[config.mk]
export PLATFORM = sky130hd
export DESIGN_NAME = mmio_uart_tx
export DESIGN_NICKNAME = d
export VERILOG_FILES = /design/src/rtl/mmio_pkg.sv /design/src/rtl/mmio_uart_tx_sync_fifo.sv /design/src/rtl/mmio_uart_tx.sv
export SDC_FILE = /design/constraint.sdc
export NUM_CORES = 1
export LEC_CHECK = 0
export CAP_MARGIN = 30
export CORE_UTILIZATION = 57
export CTS_BUF_LIST = sky130_fd_sc_hd__clkbuf_8
export DETAILED_ROUTE_END_ITERATION = 8
export PLACE_DENSITY = 0.82
export SLEW_MARGIN = 0
export SYNTH_ARGS = -nofsm -noshare
export SYNTH_HDL_FRONTEND = slang
export SYNTH_HIERARCHICAL = 1
export SYNTH_SLANG_ARGS = --single-unit
export TNS_END_PERCENT = 10
[constraint.sdc]
create_clock -name clk -period 3.6 [get_ports clk]
set_clock_uncertainty 0.05 [all_clocks]
set_input_delay 0.36 -clock clk [delete_from_list [all_inputs] [get_ports clk]]
set_output_delay 0.36 -clock clk [all_outputs]
set_load 0.01 [all_outputs]
[src/rtl/mmio_pkg.sv]
// Shared definitions for the memory-mapped UART transmitter: register
// offsets, STATUS bit positions and the serialiser state encoding.
package mmio_pkg;

   // Register offsets inside the 8-byte window (selected by data_addr[2])
   localparam logic [2:0] REG_TXDATA_OFF = 3'd0;
   localparam logic [2:0] REG_STATUS_OFF = 3'd4;

   // STATUS bit positions
   localparam int STAT_FULL      = 0;
   localparam int STAT_EMPTY     = 1;
   localparam int STAT_BUSY      = 2;
   localparam int STAT_OVF       = 3;
   localparam int STAT_IRQ_EN    = 4;
   localparam int STAT_COUNT_LSB = 8;

   // Serialiser states; one frame walks START -> DATA -> STOP
   typedef enum logic [1:0] {
      S_IDLE  = 2'd0,
      S_START = 2'd1,
      S_DATA  = 2'd2,
      S_STOP  = 2'd3
   } uart_state_e;

endpackage

[src/rtl/mmio_uart_tx_sync_fifo.sv]
// Single-clock FIFO with a fall-through head: dout always shows the oldest
// entry so the consumer can grab it on the same edge it pops. Pointers carry
// one extra wrap bit so full and empty are distinguishable.
module sync_fifo #(
   parameter int WIDTH = 8,
   parameter int DEPTH = 16
) (
   input  logic                     clk,
   input  logic                     reset,
   input  logic                     push,
   input  logic                     pop,
   input  logic [WIDTH-1:0]         din,
   output logic [WIDTH-1:0]         dout,
   output logic                     full,
   output logic                     empty,
   output logic [$clog2(DEPTH):0]   count
);

   localparam int AW = $clog2(DEPTH);

   logic [WIDTH-1:0] mem_q [DEPTH];
   logic [AW:0]      wr_ptr_q, wr_ptr_d;
   logic [AW:0]      rd_ptr_q, rd_ptr_d;
   logic             do_push;
   logic             do_pop;

   assign empty   = (wr_ptr_q == rd_ptr_q);
   assign full    = (wr_ptr_q[AW] != rd_ptr_q[AW]) &&
                    (wr_ptr_q[AW-1:0] == rd_ptr_q[AW-1:0]);
   assign count   = wr_ptr_q - rd_ptr_q;
   assign dout    = mem_q[rd_ptr_q[AW-1:0]];
   assign do_push = push & ~full;
   assign do_pop  = pop & ~empty;

   // Pointer advance: writes refused when full, reads refused when empty
   always_comb begin
      wr_ptr_d = wr_ptr_q;
      rd_ptr_d = rd_ptr_q;
      if (do_push) wr_ptr_d = wr_ptr_q + 1'b1;
      if (do_pop)  rd_ptr_d = rd_ptr_q + 1'b1;
   end

   // Pointer registers; reset discards any stored entries
   always_ff @(posedge clk or posedge reset) begin
      if (reset) begin
         wr_ptr_q <= '0;
         rd_ptr_q <= '0;
      end else begin
         wr_ptr_q <= wr_ptr_d;
         rd_ptr_q <= rd_ptr_d;
      end
   end

   // Storage array, no reset so it maps onto plain RAM
   always_ff @(posedge clk) begin
      if (do_push) mem_q[wr_ptr_q[AW-1:0]] <= din;
   end

endmodule

[src/rtl/mmio_uart_tx.sv]
// Memory-mapped 8N1 UART transmitter hanging off the core's data port.
// TXDATA (+0) pushes a byte into the TX FIFO, STATUS (+4) reports
// full/empty/busy/overflow/count and clears overflow with a W1C of bit 3.
// Optional feature: define MMIO_UART_IRQ_EN to add the irq output and the
// R/W irq-enable bit in STATUS[4].
module mmio_uart_tx
   import mmio_pkg::*;
#(
   parameter logic [31:0] BASE_ADDR  = 32'h0000_1000,
   parameter int          CLK_DIV    = 868,
   parameter int          FIFO_DEPTH = 16
) (
   input  logic        clk,
   input  logic        reset,
   input  logic [31:0] data_addr,
   input  logic [31:0] write_data,
   input  logic        mem_write,
   output logic        sel,
   output logic [31:0] rd_data,
   output logic        tx
`ifdef MMIO_UART_IRQ_EN
   ,
   output logic        irq
`endif
);

   localparam int             CW          = $clog2(FIFO_DEPTH) + 1;
   localparam int             BW          = $clog2(CLK_DIV);
   localparam logic [BW-1:0]  BAUD_RELOAD = BW'(CLK_DIV - 1);

   // Bus decode
   logic        is_status;
   logic        push_req;
   logic        status_wr;

   // FIFO interface
   logic        fifo_pop;
   logic [7:0]  fifo_dout;
   logic        fifo_full;
   logic        fifo_empty;
   logic [CW-1:0] fifo_count;

   // Serialiser state
   uart_state_e   state_q, state_d;
   logic [BW-1:0] baud_q, baud_d;
   logic [2:0]    bit_q, bit_d;
   logic [7:0]    shift_q, shift_d;
   logic          tx_q, tx_d;
   logic          baud_done;

   // Sticky overflow
   logic        overflow_q, overflow_d;
   logic        ovf_set;

   logic [31:0] status;

   // Address bits below the word offset and upper store data never matter
   logic        unused_bits;
   assign unused_bits = ^{data_addr[1:0], write_data[31:8]};

   assign sel       = (data_addr[31:3] == BASE_ADDR[31:3]);
   assign is_status = (data_addr[2] == REG_STATUS_OFF[2]);
   assign push_req  = sel & mem_write & ~is_status;
   assign status_wr = sel & mem_write & is_status;
   assign ovf_set   = push_req & fifo_full;
   assign baud_done = (baud_q == '0);
   assign tx        = tx_q;

   sync_fifo #(
      .WIDTH (8),
      .DEPTH (FIFO_DEPTH)
   ) u_fifo (
      .clk   (clk),
      .reset (reset),
      .push  (push_req),
      .pop   (fifo_pop),
      .din   (write_data[7:0]),
      .dout  (fifo_dout),
      .full  (fifo_full),
      .empty (fifo_empty),
      .count (fifo_count)
   );

   // Overflow: a dropped push sets it and beats a simultaneous W1C clear
   always_comb begin
      overflow_d = overflow_q;
      if (status_wr && write_data[STAT_OVF]) overflow_d = 1'b0;
      if (ovf_set)                           overflow_d = 1'b1;
   end

   // Frame sequencer: picks the next byte, times each bit, drives tx
   always_comb begin
      state_d  = state_q;
      baud_d   = baud_q;
      bit_d    = bit_q;
      shift_d  = shift_q;
      tx_d     = tx_q;
      fifo_pop = 1'b0;
      unique case (state_q)
         S_IDLE: begin
            tx_d = 1'b1;
            if (!fifo_empty) begin
               state_d  = S_START;
               fifo_pop = 1'b1;
               shift_d  = fifo_dout;
               baud_d   = BAUD_RELOAD;
               tx_d     = 1'b0;
            end
         end
         S_START: begin
            if (baud_done) begin
               state_d = S_DATA;
               bit_d   = 3'd0;
               baud_d  = BAUD_RELOAD;
               tx_d    = shift_q[0];
            end else begin
               baud_d = baud_q - BW'(1);
            end
         end
         S_DATA: begin
            if (baud_done) begin
               baud_d = BAUD_RELOAD;
               if (bit_q == 3'd7) begin
                  state_d = S_STOP;
                  tx_d    = 1'b1;
               end else begin
                  bit_d   = bit_q + 3'd1;
                  shift_d = {1'b0, shift_q[7:1]};
                  tx_d    = shift_q[1];
               end
            end else begin
               baud_d = baud_q - BW'(1);
            end
         end
         S_STOP: begin
            if (baud_done) begin
               baud_d = BAUD_RELOAD;
               if (!fifo_empty) begin
                  // Chain straight into the next start bit, no idle gap
                  state_d  = S_START;
                  fifo_pop = 1'b1;
                  shift_d  = fifo_dout;
                  tx_d     = 1'b0;
               end else begin
                  state_d = S_IDLE;
                  tx_d    = 1'b1;
               end
            end else begin
               baud_d = baud_q - BW'(1);
            end
         end
         default: begin
            state_d = S_IDLE;
            tx_d    = 1'b1;
         end
      endcase
   end

   // Sequencer, shifter and overflow registers; reset forces tx high at once
   always_ff @(posedge clk or posedge reset) begin
      if (reset) begin
         state_q    <= S_IDLE;
         baud_q     <= '0;
         bit_q      <= '0;
         shift_q    <= '0;
         tx_q       <= 1'b1;
         overflow_q <= 1'b0;
      end else begin
         state_q    <= state_d;
         baud_q     <= baud_d;
         bit_q      <= bit_d;
         shift_q    <= shift_d;
         tx_q       <= tx_d;
         overflow_q <= overflow_d;
      end
   end

`ifdef MMIO_UART_IRQ_EN
   logic irq_en_q, irq_en_d;
   logic irq_q, irq_d;

   assign irq = irq_q;

   // TX-complete interrupt, gated by the software enable
   always_comb begin
      irq_en_d = status_wr ? write_data[STAT_IRQ_EN] : irq_en_q;
      irq_d    = irq_en_q & fifo_empty & (state_q == S_IDLE);
   end

   // Interrupt enable and output registers
   always_ff @(posedge clk or posedge reset) begin
      if (reset) begin
         irq_en_q <= 1'b0;
         irq_q    <= 1'b0;
      end else begin
         irq_en_q <= irq_en_d;
         irq_q    <= irq_d;
      end
   end
`endif

   // STATUS word assembly and read mux; TXDATA and out-of-window read 0
   always_comb begin
      status                             = '0;
      status[STAT_FULL]                  = fifo_full;
      status[STAT_EMPTY]                 = fifo_empty;
      status[STAT_BUSY]                  = (state_q != S_IDLE);
      status[STAT_OVF]                   = overflow_q;
`ifdef MMIO_UART_IRQ_EN
      status[STAT_IRQ_EN]                = irq_en_q;
`endif
      status[STAT_COUNT_LSB +: 8]        = 8'(fifo_count);
      rd_data = (sel && is_status) ? status : 32'h0;
   end

endmodule

==> impl_metrics.tcl <==
set metrics [dict create \
    yosysMostFrequentCell "edfxtp_1" \
    design_area_um2 8509 \
    grt_max_degree 43 \
    layout_worst_path_cycle_share_pct 95.06 \
    drv_slew 0 \
    hpwl_um 9977 \
    worst_setup_path_start_kind "register" \
    cts_buffers 17 \
    path_clk_slew_ns 0.08 \
    place_ws_ns 0.3672 \
    cts_buffer_depth 2 \
    routed_wl_um 14230 \
    reg2reg_depth 9 \
    drc_errors 0 \
    reg2reg_setup_slack_ns 0.20 \
    grt_pass1_wl_um 22630 \
    root_buffer "clkbuf_8" \
    wl_per_cell_um 19.13 \
    cts.repair.resized 0 \
    avgSynthCellArea_um2 15.28 \
    gp_congestion 0.8130 \
    path_class "reg2out" \
    synth_top_area_share_pct 51.87 \
    antenna_cells 0 \
    setup_viol 0 \
    numClockSinks 163 \
    regToRegEndpoint "baud_q[9]" \
    arrival_ns 3.01 \
    synth-edff-count 128 \
    yosysSeqAreaShare_pct 63.70 \
    viasPerCell 5.722 \
    synth_cells 485 \
    powerDensity_nw_per_um2 398.8 \
    area_delta_synth_final_pct 14.82 \
    core_um2 12670 \
    synth_area_um2 7411 \
    drt_iter0_drc 325 \
    rsz0062_at_grt "no" \
    synth_area_leaders "edfxtp_1 52%, dfrtp_1 11%, mux4_1 5.7%" \
    drtAntennaViolNets 0 \
    async_reset_ff_share_pct 21.47 \
    hold_class "in2async" \
    dieWidth_um 116.0 \
    dp.cells 711 \
    boundaryPins 101 \
    timing.fmax_mhz 292.2 \
    worstReg2RegStart "u_fifo/rd_ptr_q[3]" \
    cellLeakagePower_nw 3.067 \
    crit_path_end_kind "primary output" \
    ir_worst_vdd_mv 0.3358 \
    final_cells 744 \
    num_vias 4257 \
    start_util_pct 58.49 \
    cts_setup_buffers 0 \
    drive_gt1_share_pct 15.03 \
    ys_seq_elements 163 \
    final_util_pct 67.16 \
    tritoncts "yes" \
    outcome "finished clean" \
    setup_ws_ns 0.1777 \
    cp_slowest_cell "dfrtp_1" \
    final.min_clock_period_ns 3.422 \
    synth_flop_cell "edfxtp_1" \
    ys_warn_count 6 \
    dieHeight_um 116.0 \
    antenna_found_initial 0 \
    ys_types 58 \
    maxCapViolCount 0 \
    num_rows 41 \
    yosysTopAreaCell "edfxtp_1" \
    drt_first_pass_iters 5 \
    grt_pass1_vias 4391 \
    worstMarginPinSlew_ns 0.8090 \
    h-tree-depth 4 \
    critPathMaxFanout 12 \
    track_usage_pct 23.36 \
    die_area_um2 13460 \
    worstSkewPairLatency_ns 0.45 \
    placedInstanceArea_um2 8099 \
    cp_data_required_time_ns 3.19 \
    port_buffers 51 \
    maxSlewHeadroom_pct 44.67 \
    postCtsHoldBufs 0 \
    cpPeakStageDelay_ns 0.63 \
    grt-ovfl-total 0 \
    nNetsFinal 644 \
    path_cells "inv_2 > ha_1 > and4_1 > and2_1 > buf_4 > and3_1 > clkdlybuf4s50_1" \
    fin_tns_setup_ns 0 \
    hold_viol_final 0 \
    netlist_top_cells_count "128 x edfxtp_1, 34 x dfrtp_1, 30 x nor2_1, 25 x mux2i_1" \
]
==> area by class of cell <==
class / count / area [µm²]
clock buffer: 17 / 234.0
tap: 172 / 215.2
timing repair buffer: 73 / 695.7
clock inverter: 15 / 148.9
sequential: 163 / 4721
multi-input combinational: 286 / 2427
inverter: 18 / 67.56
fill: 868 / 4161
==> registers in the layout (all words and copies together), names as in the netlist <==
signal / count
baud_q: 10
bit_q: 3
overflow_q: 1
shift_q: 8
state_q: 2
tx: 1
u_fifo/mem_q: 128
u_fifo/rd_ptr_q: 5
u_fifo/wr_ptr_q: 5
==> worst max path at each step <==
| stage | startpoint | to | slack [ns] | cells past startpoint |
|---|---|---|---|---|
| after floorplan | u_fifo/rd_ptr_q[1] | baud_q[9] | 0.48 | 12 |
| after global placement | u_fifo/rd_ptr_q[3] | baud_q[9] | 0.49 | 9 |
| after detailed placement | u_fifo/rd_ptr_q[3] | baud_q[9] | 0.37 | 9 |
| after CTS | u_fifo/rd_ptr_q[3] | rd_data[1] | 0.20 | 7 |
| after global routing | u_fifo/rd_ptr_q[3] | rd_data[1] | 0.06 | 7 |
| final | u_fifo/rd_ptr_q[3] | rd_data[1] | 0.18 | 7 |
==> logic make-up (layout without fill, tap and decap cells) <==
logic type / Yosys count / in the layout / share of synthesized area, %
simple gates: 99 / 99 / 6.770
fa+ha+maj: 18 / 18 / 3.140
flops: 163 / 163 / 63.70
compound gates: 63 / 63 / 5.673
mux: 64 / 64 / 13.76
other cells: 1 / 23 / 0.05060
buf+inv: 58 / 123 / 4.660
xor+xnor: 19 / 19 / 2.245
==> layout by cell type, fill, tap and decap left out, types with 3 or more instances in the layout <==
| cell type | n |
|---|---|
| ha_1 | 17 |
| xnor2_1 | 14 |
| conb_1 | 23 |
| buf_4 | 21 |
| a21o_1 | 3 |
| xor2_1 | 5 |
| clkbuf_8 | 17 |
| mux2_2 | 15 |
| nor4_1 | 6 |
| and2_1 | 3 |
| edfxtp_1 | 128 |
| and3_1 | 7 |
| nand4_1 | 6 |
| nor2_1 | 30 |
| clkinv_4 | 3 |
| mux4_1 | 16 |
| a32oi_1 | 8 |
| clkdlybuf4s50_1 | 51 |
| nand2b_1 | 3 |
| o21ai_1 | 9 |
| inv_6 | 4 |
| nand2_1 | 24 |
| mux4_2 | 8 |
| nor3_1 | 7 |
| dfrtp_1 | 34 |
| clkinv_2 | 3 |
| a21oi_1 | 9 |
| a31oi_1 | 3 |
| a22oi_1 | 9 |
| o21ai_0 | 12 |
| mux2i_1 | 25 |
| inv_1 | 18 |
==> critical path, delay by kind of cell, from the launching register on <==
family | cells | cell delay, ns
adder cells (fa/ha/maj) | 1 | 0.40
buffers and inverters | 3 | 0.95
flip-flops | 1 | 0.63
AND/OR/NAND/NOR | 3 | 0.58
==> power breakdown <==
| part | internal [W] | total (W) | switching (W) |
|---|---|---|---|
| Clock | 0.000566 | 0.00127 | 0.000707 |
| Sequential | 0.00203 | 0.00203 | 0.00000000000508 |
| Combinational | 0.0000424 | 0.0000909 | 0.0000485 |
==> per-layer routing <==
metal | up-vias | global-route usage (%) | share of wire (%) | routed length (µm)
met5 | - | 0 | 0 | 0
met4 | 0 | 8.889 | 1.3 | 191
met3 | 20 | 5.962 | 4.9 | 699
met2 | 122 | 40.67 | 53 | 7574
met1 | 2146 | 28.06 | 41 | 5769
li1 | 1969 | - | - | -
==> through the flow <==
stage | power (W) | hold WS (ns)
2_1_floorplan | 0.002109 | 0.1502
3_3_place_gp | 0.002154 | 0.4277
3_5_place_dp | 0.002159 | 0.4348
4_1_cts | 0.003408 | 0.1761
5_1_grt | 0.003495 | 0.1348
6_report | 0.003393 | 0.1490
Power figures use the tool's default switching activity.
